[config.mk]
export PLATFORM = sky130hd
export DESIGN_NAME = fp_add_tree_flat
export DESIGN_NICKNAME = d
export VERILOG_FILES = /design/src/rtl/fp_add_tree_if.sv /design/src/rtl/fp_add_tree.sv /design/src/flat_wrapper.sv
export SDC_FILE = /design/constraint.sdc
export NUM_CORES = 2
export LEC_CHECK = 0
export ABC_CLOCK_PERIOD_IN_PS = 24600
export CORE_ASPECT_RATIO = 2
export CORE_MARGIN = 4
export CORE_UTILIZATION = 50
export CTS_BUF_LIST = sky130_fd_sc_hd__clkbuf_4 sky130_fd_sc_hd__clkbuf_8 sky130_fd_sc_hd__clkbuf_16
export CTS_CLUSTER_SIZE = 10
export DETAILED_ROUTE_END_ITERATION = 10
export GPL_TIMING_DRIVEN = 0
export PLACE_DENSITY = 0.67
export SLEW_MARGIN = 20
export SYNTH_ARGS = -nofsm -noshare
export SYNTH_HDL_FRONTEND = slang
export SYNTH_HIERARCHICAL = 1
export SYNTH_SLANG_ARGS = --single-unit
export TNS_END_PERCENT = 1
[constraint.sdc]
create_clock -name clk -period 24.6 [get_ports clk]
set_input_delay 6.15 -clock clk [delete_from_list [all_inputs] [get_ports clk]]
set_output_delay 6.15 -clock clk [all_outputs]
set_load 0.03 [all_outputs]
[src/rtl/fp_add_tree_if.sv]
// fp_add_tree_if: lane data, tag and valid going in; sum, tag, exception and busy coming out.
// master drives the operands, slave is the adder tree.
interface fp_add_tree_if #(
  parameter int unsigned NUM_IN = 4,
  parameter int unsigned TAG_W  = 8
);
  logic                  in_valid;
  logic [NUM_IN*32-1:0]  in_data;
  logic [TAG_W-1:0]      in_tag;
  logic                  out_valid;
  logic [31:0]           out_data;
  logic [TAG_W-1:0]      out_tag;
  logic                  out_exc;
  logic                  busy;

  modport master (
    output in_valid, in_data, in_tag,
    input  out_valid, out_data, out_tag, out_exc, busy
  );

  modport slave (
    input  in_valid, in_data, in_tag,
    output out_valid, out_data, out_tag, out_exc, busy
  );
endinterface

[src/rtl/fp_add_tree.sv]
// fp_add_tree: pipelined FP32 reduction of NUM_IN lanes through a balanced tree of FP_ADD cores.
// Define FP_ADD_TREE_EXC_EN to flag Inf/NaN inputs on out_exc; otherwise out_exc is tied low.

module FP_ADD #(
  parameter int unsigned LATENCY = 3
) (
  input  logic        clk,
  input  logic        areset,
  input  logic [31:0] a,
  input  logic [31:0] b,
  output logic [31:0] q
);
  logic [31:0] w_big, w_sml, w_sum, w_pack;
  logic        w_swap, w_sub, w_nan, w_inf, w_rnd, w_stk, w_lzfound;
  logic [8:0]  w_ebig, w_esml, w_d, w_eres;
  logic [26:0] w_mbig, w_msml, w_mshf, w_mnorm;
  logic [27:0] w_msum;
  logic [4:0]  w_lz, w_sh;
  logic [31:0] r_pipe [LATENCY];

  always_comb begin
    w_swap = b[30:0] > a[30:0];
    w_big  = w_swap ? b : a;
    w_sml  = w_swap ? a : b;
    w_ebig = (w_big[30:23] == 8'd0) ? 9'd1 : {1'b0, w_big[30:23]};
    w_esml = (w_sml[30:23] == 8'd0) ? 9'd1 : {1'b0, w_sml[30:23]};
    // 24-bit significand plus guard, round and sticky positions
    w_mbig = {|w_big[30:23], w_big[22:0], 3'b000};
    w_msml = {|w_sml[30:23], w_sml[22:0], 3'b000};
    w_d    = w_ebig - w_esml;
    w_sub  = w_big[31] ^ w_sml[31];
    w_stk  = 1'b0;
    if (w_d > 9'd26) begin
      w_mshf = {26'd0, |w_msml};
    end else begin
      w_mshf    = w_msml >> w_d[4:0];
      w_stk     = |(w_msml & ~({27{1'b1}} << w_d[4:0]));
      w_mshf[0] = w_mshf[0] | w_stk;
    end
    w_msum = w_sub ? ({1'b0, w_mbig} - {1'b0, w_mshf}) : ({1'b0, w_mbig} + {1'b0, w_mshf});

    w_lz      = 5'd0;
    w_lzfound = 1'b0;
    for (int unsigned i = 0; i < 27; i++) begin
      if (!w_lzfound && w_msum[26-i]) begin
        w_lzfound = 1'b1;
        w_lz      = 5'(i);
      end
    end

    if (w_msum[27]) begin
      w_sh    = 5'd0;
      w_mnorm = {w_msum[27:2], w_msum[1] | w_msum[0]};
      w_eres  = w_ebig + 9'd1;
    end else begin
      // left shift stops at the minimum exponent so tiny results stay subnormal
      w_sh    = ({4'd0, w_lz} < w_ebig) ? w_lz : 5'(w_ebig - 9'd1);
      w_mnorm = w_msum[26:0] << w_sh;
      w_eres  = w_mnorm[26] ? (w_ebig - {4'd0, w_sh}) : 9'd0;
    end

    // round-to-nearest-even; the carry ripples into the exponent field
    w_rnd  = w_mnorm[2] & (w_mnorm[1] | w_mnorm[0] | w_mnorm[3]);
    w_pack = {w_eres, w_mnorm[25:3]} + {31'd0, w_rnd};

    w_nan = ((a[30:23] == 8'hFF) && (a[22:0] != 23'd0)) ||
            ((b[30:23] == 8'hFF) && (b[22:0] != 23'd0)) ||
            ((a[30:23] == 8'hFF) && (b[30:23] == 8'hFF) && (a[31] != b[31]));
    w_inf = (a[30:23] == 8'hFF) || (b[30:23] == 8'hFF);

    if (w_nan)                       w_sum = 32'h7FC0_0000;
    else if (w_inf)                  w_sum = w_big;
    else if (w_msum == 28'd0)        w_sum = {~w_sub & w_big[31], 31'd0};
    else if (w_pack[31:23] >= 9'd255) w_sum = {w_big[31], 8'hFF, 23'd0};
    else                             w_sum = {w_big[31], w_pack[30:0]};
  end

  always_ff @(posedge clk) begin
    if (areset) begin
      for (int unsigned i = 0; i < LATENCY; i++) r_pipe[i] <= '0;
    end else begin
      r_pipe[0] <= w_sum;
      for (int unsigned i = 1; i < LATENCY; i++) r_pipe[i] <= r_pipe[i-1];
    end
  end

  assign q = r_pipe[LATENCY-1];
endmodule

module fp_add_tree #(
  parameter int unsigned NUM_IN      = 4,
  parameter int unsigned ADD_LATENCY = 3,
  parameter int unsigned TAG_W       = 8
) (
  input logic          clk,
  input logic          reset,
  fp_add_tree_if.slave bus
);
  localparam int unsigned LEVELS = $clog2(NUM_IN);
  localparam int unsigned LAT    = LEVELS * ADD_LATENCY;

  function automatic int unsigned lvl_cnt(input int unsigned l);
    return (NUM_IN + (32'd1 << l) - 32'd1) >> l;
  endfunction

  function automatic int unsigned lvl_off(input int unsigned l);
    int unsigned off;
    off = 0;
    for (int unsigned j = 0; j < l; j++) off += lvl_cnt(j);
    return off;
  endfunction

  localparam int unsigned N_NODES = lvl_off(LEVELS + 1);

  // every tree element at every level, flattened level by level
  logic [31:0]      w_node [N_NODES];
  logic             r_vld  [LAT];
  logic [TAG_W-1:0] r_tag  [LAT];
  logic             r_busy;
  logic             w_any_vld;

  for (genvar i = 0; i < NUM_IN; i++) begin : g_in
    assign w_node[i] = bus.in_data[32*i +: 32];
  end

  for (genvar l = 0; l < LEVELS; l++) begin : g_lvl
    for (genvar k = 0; k < lvl_cnt(l + 1); k++) begin : g_node
      localparam int unsigned SRC = lvl_off(l) + 2 * k;
      localparam int unsigned DST = lvl_off(l + 1) + k;
      if (2 * k + 1 < lvl_cnt(l)) begin : g_add
        FP_ADD #(.LATENCY(ADD_LATENCY)) u_add (
          .clk    (clk),
          .areset (reset),
          .a      (w_node[SRC]),
          .b      (w_node[SRC+1]),
          .q      (w_node[DST])
        );
      end else begin : g_byp
        logic [31:0] r_byp [ADD_LATENCY];
        always_ff @(posedge clk) begin
          r_byp[0] <= w_node[SRC];
          for (int unsigned i = 1; i < ADD_LATENCY; i++) r_byp[i] <= r_byp[i-1];
        end
        assign w_node[DST] = r_byp[ADD_LATENCY-1];
      end
    end
  end

  always_comb begin
    w_any_vld = 1'b0;
    for (int unsigned i = 0; i < LAT; i++) w_any_vld = w_any_vld | r_vld[i];
  end

  always_ff @(posedge clk) begin
    if (reset) begin
      for (int unsigned i = 0; i < LAT; i++) begin
        r_vld[i] <= 1'b0;
        r_tag[i] <= '0;
      end
      r_busy <= 1'b0;
    end else begin
      r_vld[0] <= bus.in_valid;
      r_tag[0] <= bus.in_tag;
      for (int unsigned i = 1; i < LAT; i++) begin
        r_vld[i] <= r_vld[i-1];
        r_tag[i] <= r_tag[i-1];
      end
      r_busy <= bus.in_valid | w_any_vld;
    end
  end

  assign bus.out_valid = r_vld[LAT-1];
  assign bus.out_tag   = r_tag[LAT-1];
  assign bus.out_data  = w_node[N_NODES-1];
  assign bus.busy      = r_busy;

`ifdef FP_ADD_TREE_EXC_EN
  logic w_exc_in;
  logic r_exc [LAT];

  always_comb begin
    w_exc_in = 1'b0;
    for (int unsigned i = 0; i < NUM_IN; i++) begin
      if (bus.in_data[32*i+23 +: 8] == 8'hFF) w_exc_in = 1'b1;
    end
    w_exc_in = w_exc_in & bus.in_valid;
  end

  always_ff @(posedge clk) begin
    if (reset) begin
      for (int unsigned i = 0; i < LAT; i++) r_exc[i] <= 1'b0;
    end else begin
      r_exc[0] <= w_exc_in;
      for (int unsigned i = 1; i < LAT; i++) r_exc[i] <= r_exc[i-1];
    end
  end

  assign bus.out_exc = r_exc[LAT-1] & r_vld[LAT-1];
`else
  assign bus.out_exc = 1'b0;
`endif
endmodule

[src/flat_wrapper.sv]
// flat-port wrapper written by rule: the top's interface ports become plain ports
module fp_add_tree_flat 
#(
  parameter int unsigned NUM_IN      = 4,
  parameter int unsigned ADD_LATENCY = 3,
  parameter int unsigned TAG_W       = 8
)
  (clk, reset, bus_in_valid, bus_in_data, bus_in_tag, bus_out_valid, bus_out_data, bus_out_tag, bus_out_exc, bus_busy);
  fp_add_tree_if #(.NUM_IN(NUM_IN), .TAG_W(TAG_W)) bus_i ();
  input logic clk;
  input logic reset;
  input wire logic [$bits(bus_i.in_valid)-1:0] bus_in_valid;
  input wire logic [$bits(bus_i.in_data)-1:0] bus_in_data;
  input wire logic [$bits(bus_i.in_tag)-1:0] bus_in_tag;
  output wire logic [$bits(bus_i.out_valid)-1:0] bus_out_valid;
  output wire logic [$bits(bus_i.out_data)-1:0] bus_out_data;
  output wire logic [$bits(bus_i.out_tag)-1:0] bus_out_tag;
  output wire logic [$bits(bus_i.out_exc)-1:0] bus_out_exc;
  output wire logic [$bits(bus_i.busy)-1:0] bus_busy;
  assign bus_i.in_valid = bus_in_valid;
  assign bus_i.in_data = bus_in_data;
  assign bus_i.in_tag = bus_in_tag;
  assign bus_out_valid = bus_i.out_valid;
  assign bus_out_data = bus_i.out_data;
  assign bus_out_tag = bus_i.out_tag;
  assign bus_out_exc = bus_i.out_exc;
  assign bus_busy = bus_i.busy;
  fp_add_tree #(.NUM_IN(NUM_IN), .ADD_LATENCY(ADD_LATENCY), .TAG_W(TAG_W)) u_core (.clk(clk), .reset(reset), .bus(bus_i));
endmodule
==> summary.md <==
| Metric | Value |
|---|---|
| Die width | 228 um |
| Number of port buffers | 180 |
| Core ar. | 95,500 um^2 |
| Status | finished with violations |
| Synthesized instance count | 6,629 |
| Root Driver | clkbuf_16 |
| Busiest layer in global routing | met2 |
| First-pass GRT wire length | slightly above 400 mm |
| CP endpoint kind | flop |
| Share of layout cells above drive strength 1 | 0.126 |
| 1st-iter DRT viols | between 8,000 and 9,000 |
| Register area | 6870 um^2 |
| TNS Setup | 0 ns |
| Top cells by area, synth | dfxtp_1 14%, ha_1 7.9%, mux2i_1 6.2% |
| Minimum clock period | 24.50 ns |
| Highest net fanout along the worst path | 10 |
| Clk_lat worst skew | 0.58 ns |
| Fraction of registers with async set/reset | 0 |
| Tcrit/Tclk final | 0.996 |
| Number of global-route vias before repair | 59,044 |
| CP dominant cell by count | clkbuf_2 |
| Multi-input gate area in the final layout | between 30,000 and 40,000 um^2 |
| Fillcell total | about 9,000 |
| Routed via count | 60,130 |
| Library cells used by synthesis | roughly 150 |
| Max Freq | between 0.04 and 0.05 GHz |
| Hold depth | 1 |
| H-Tree Level Count | 2 |
| Initial Utilization | 0.505 |
| Critical path class | input pin to flop |
| Met1 GRT Util | 0.444 |
| FP Rows | 160 |
| Reg clk slew, reported paths | 0.06 ns |
| Router iterations before antenna repair | 11 |
| CTS tree | built |
| Final-report hold violation count | 0 |
| Seq/Total Area, Yosys | 0.142 |
| Worst Skew | between 0.05 and 0.06 ns |
| Failing checks | design-rule violations |
| WL final | 275 mm |
| Routability cong. | about 1.2 |
| Yosys Warn Count | 6 |
| Worst Tran Pin Value | 1.27 ns |
| DRC | 1 |
| Largest area contributor in the netlist | dfxtp_1 |
| Placed Cells | 8,028 |
| Syn_nets | 7,083 |
| Most frequent cells in the layout | 589 x nor2_1, 569 x nand2_1, 458 x a21oi_1 |
| Crit path DAT | 24.91 ns |
| I/O Pins | 182 |
| Max incr delay on CP | 0.71 ns |
| Leading cell type in the layout, fill and taps excluded | nor2_1 |
| EDFF count, synth | 0 |
| Syn Area/Cell | 7.28 um^2 |
| Final antenna-violating net count | 0 |
| CP Data Required Time | 25.01 ns |
| Cts hold-fix bufs | 0 |
| Worst hold slack | about 0.43 ns |
| Synthesized flop and latch total | approximately 340 |
| Clock buffer depth | 3 |
| Largest net degree at the start of global routing | 14 |
| Critical path's slowest cell | fa_2 |
| Routing usage on met3 | 0.248 |
| Critical Path Source Type | input pin |
| GR Util All Layers | 0.532 |
| Critical path launch point | bus_in_data[106] |
| FF-to-FF path depth | 65 |
| Clock net sink count | 343 |
| Main synth FF type | dfxtp_1 |
| DP Wirelength | approximately 210 mm |
| GRT overflow | 0 |
| Final Slew Violations | 0 |
| Fin nets | 7,345 |
| Post-Syn Area | 48,200 um^2 |
| Wire per inst | approximately 34 um |
| Fin cells | 8,143 |
| Die area | just over 100,000 um^2 |
| Setup violators final | 0 |
| CTS buffer count | 40 |
| Slew HR | 0.137 |
| Min-delay worst type | flop to flop |
| Yosys top cell area share | 0.142 |
| Die Ht | 447 um |
| P&R area growth vs syn | 12.5% |
| Met2 usage | 0.840 |
| Initial antenna violation count | 40 |
| Max_cap viols | 0 |
| Via-per-instance ratio | about 7.4 |
-- state kept, by name, summed over array words and instances, names as in the netlist --
| register | cells |
|---|---|
| u_core/g_lvl.g_node.g_add.u_add/r_pipe | 288 |
| u_core/bus.busy | 1 |
| u_core/r_tag | 48 |
| u_core/r_vld | 6 |
-- cell families (layout without fill, tap and decap cells) --
logic type                 count (synthesis)  in the layout  synth area share
and+or+nand+nor                         2478           2478             0.263
AOI/OAI and AO/OA                       1997           1997             0.283
buffers and inverters                    850           1115            0.0829
muxes                                    446            446             0.109
DFF                                      343            343             0.142
adders and majority gates                315            315            0.0831
xor gates and xnor gates                 199            199            0.0367
other                                      1             35         0.0000777
-- worst paths after layout --
kind	end	slack, ns
worst min-delay path	flop	0.43
worst max register to register	flop	2.46
worst max-delay path	flop	0.10
worst min register to register	flop	0.43
-- per-layer routing --
layer / part of all wire / vias up
met3: 0.11 / 2653
met5: 0.0010 / -
met1: 0.27 / 27481
li1: - / 24949
met2: 0.45 / 5033
met4: 0.17 / 14
-- Yosys cell counts, types with 49 or more instances --
master    number
o22ai_1       49
nor2b_1      249
dfxtp_1      343
a31oi_1      107
and2_1        62
ha_1         306
nor2_1       597
nand4_1      104
nand2_1      569
o211ai_1      74
clkbuf_1     234
o21ai_0      388
nor3_1       184
nand2b_1      67
a211oi_1      82
inv_1        336
xor2_1        59
nor4_1        75
xnor2_1      136
o21bai_1      61
buf_2         70
mux2i_1      301
buf_4        118
mux2_2        84
and3_1        82
or3_1         57
o21a_1        50
a21o_1        85
mux4_2        54
nand3_1      214
a21oi_1      498
-- worst max-delay path, delay by kind of cell --
kind            cells  cell delay, ns
compound gates     23            5.40
xor+xnor            1            0.41
fa+ha+maj           5            1.94
buf+inv            23            5.69
mux                 2            0.85
simple gates       17            4.41
-- final cells by class --
| cell class | count | share of cell area |
|---|---|---|
| sequential | 343 | 0.126 |
| buffer | 488 | 0.0502 |
| tap | 1215 | 0.0280 |
| multi-input combinational | 5436 | 0.708 |
| inverter | 353 | 0.0245 |
| timing repair buffer | 229 | 0.0409 |
| clock buffer | 42 | 0.0188 |
| clock inverter | 3 | 0.00101 |
| antenna | 34 | 0.00157 |
-- per-stage QoR --
stage / area [um^2] / util / setup slack, ns
3_5_place_dp: 51700 / 0.541 / -4.03
4_1_cts: 53200 / 0.557 / 0.00186
2_1_floorplan: 48200 / - / 3.26
6_report: 54300 / 0.568 / 0.103
3_3_place_gp: 51600 / 0.540 / -3.99
5_1_grt: 54200 / 0.568 / -0.171
-- repair_timing --
item	in CTS	in global routing
pin swaps	6	16
setup buffers	4	24
resized for setup	89	143
setup endpoints to repair	62	62
Power is left out: the tool's default activity adds up to more than one toggle a clock period on the data nets, which glitch-free logic cannot reach.
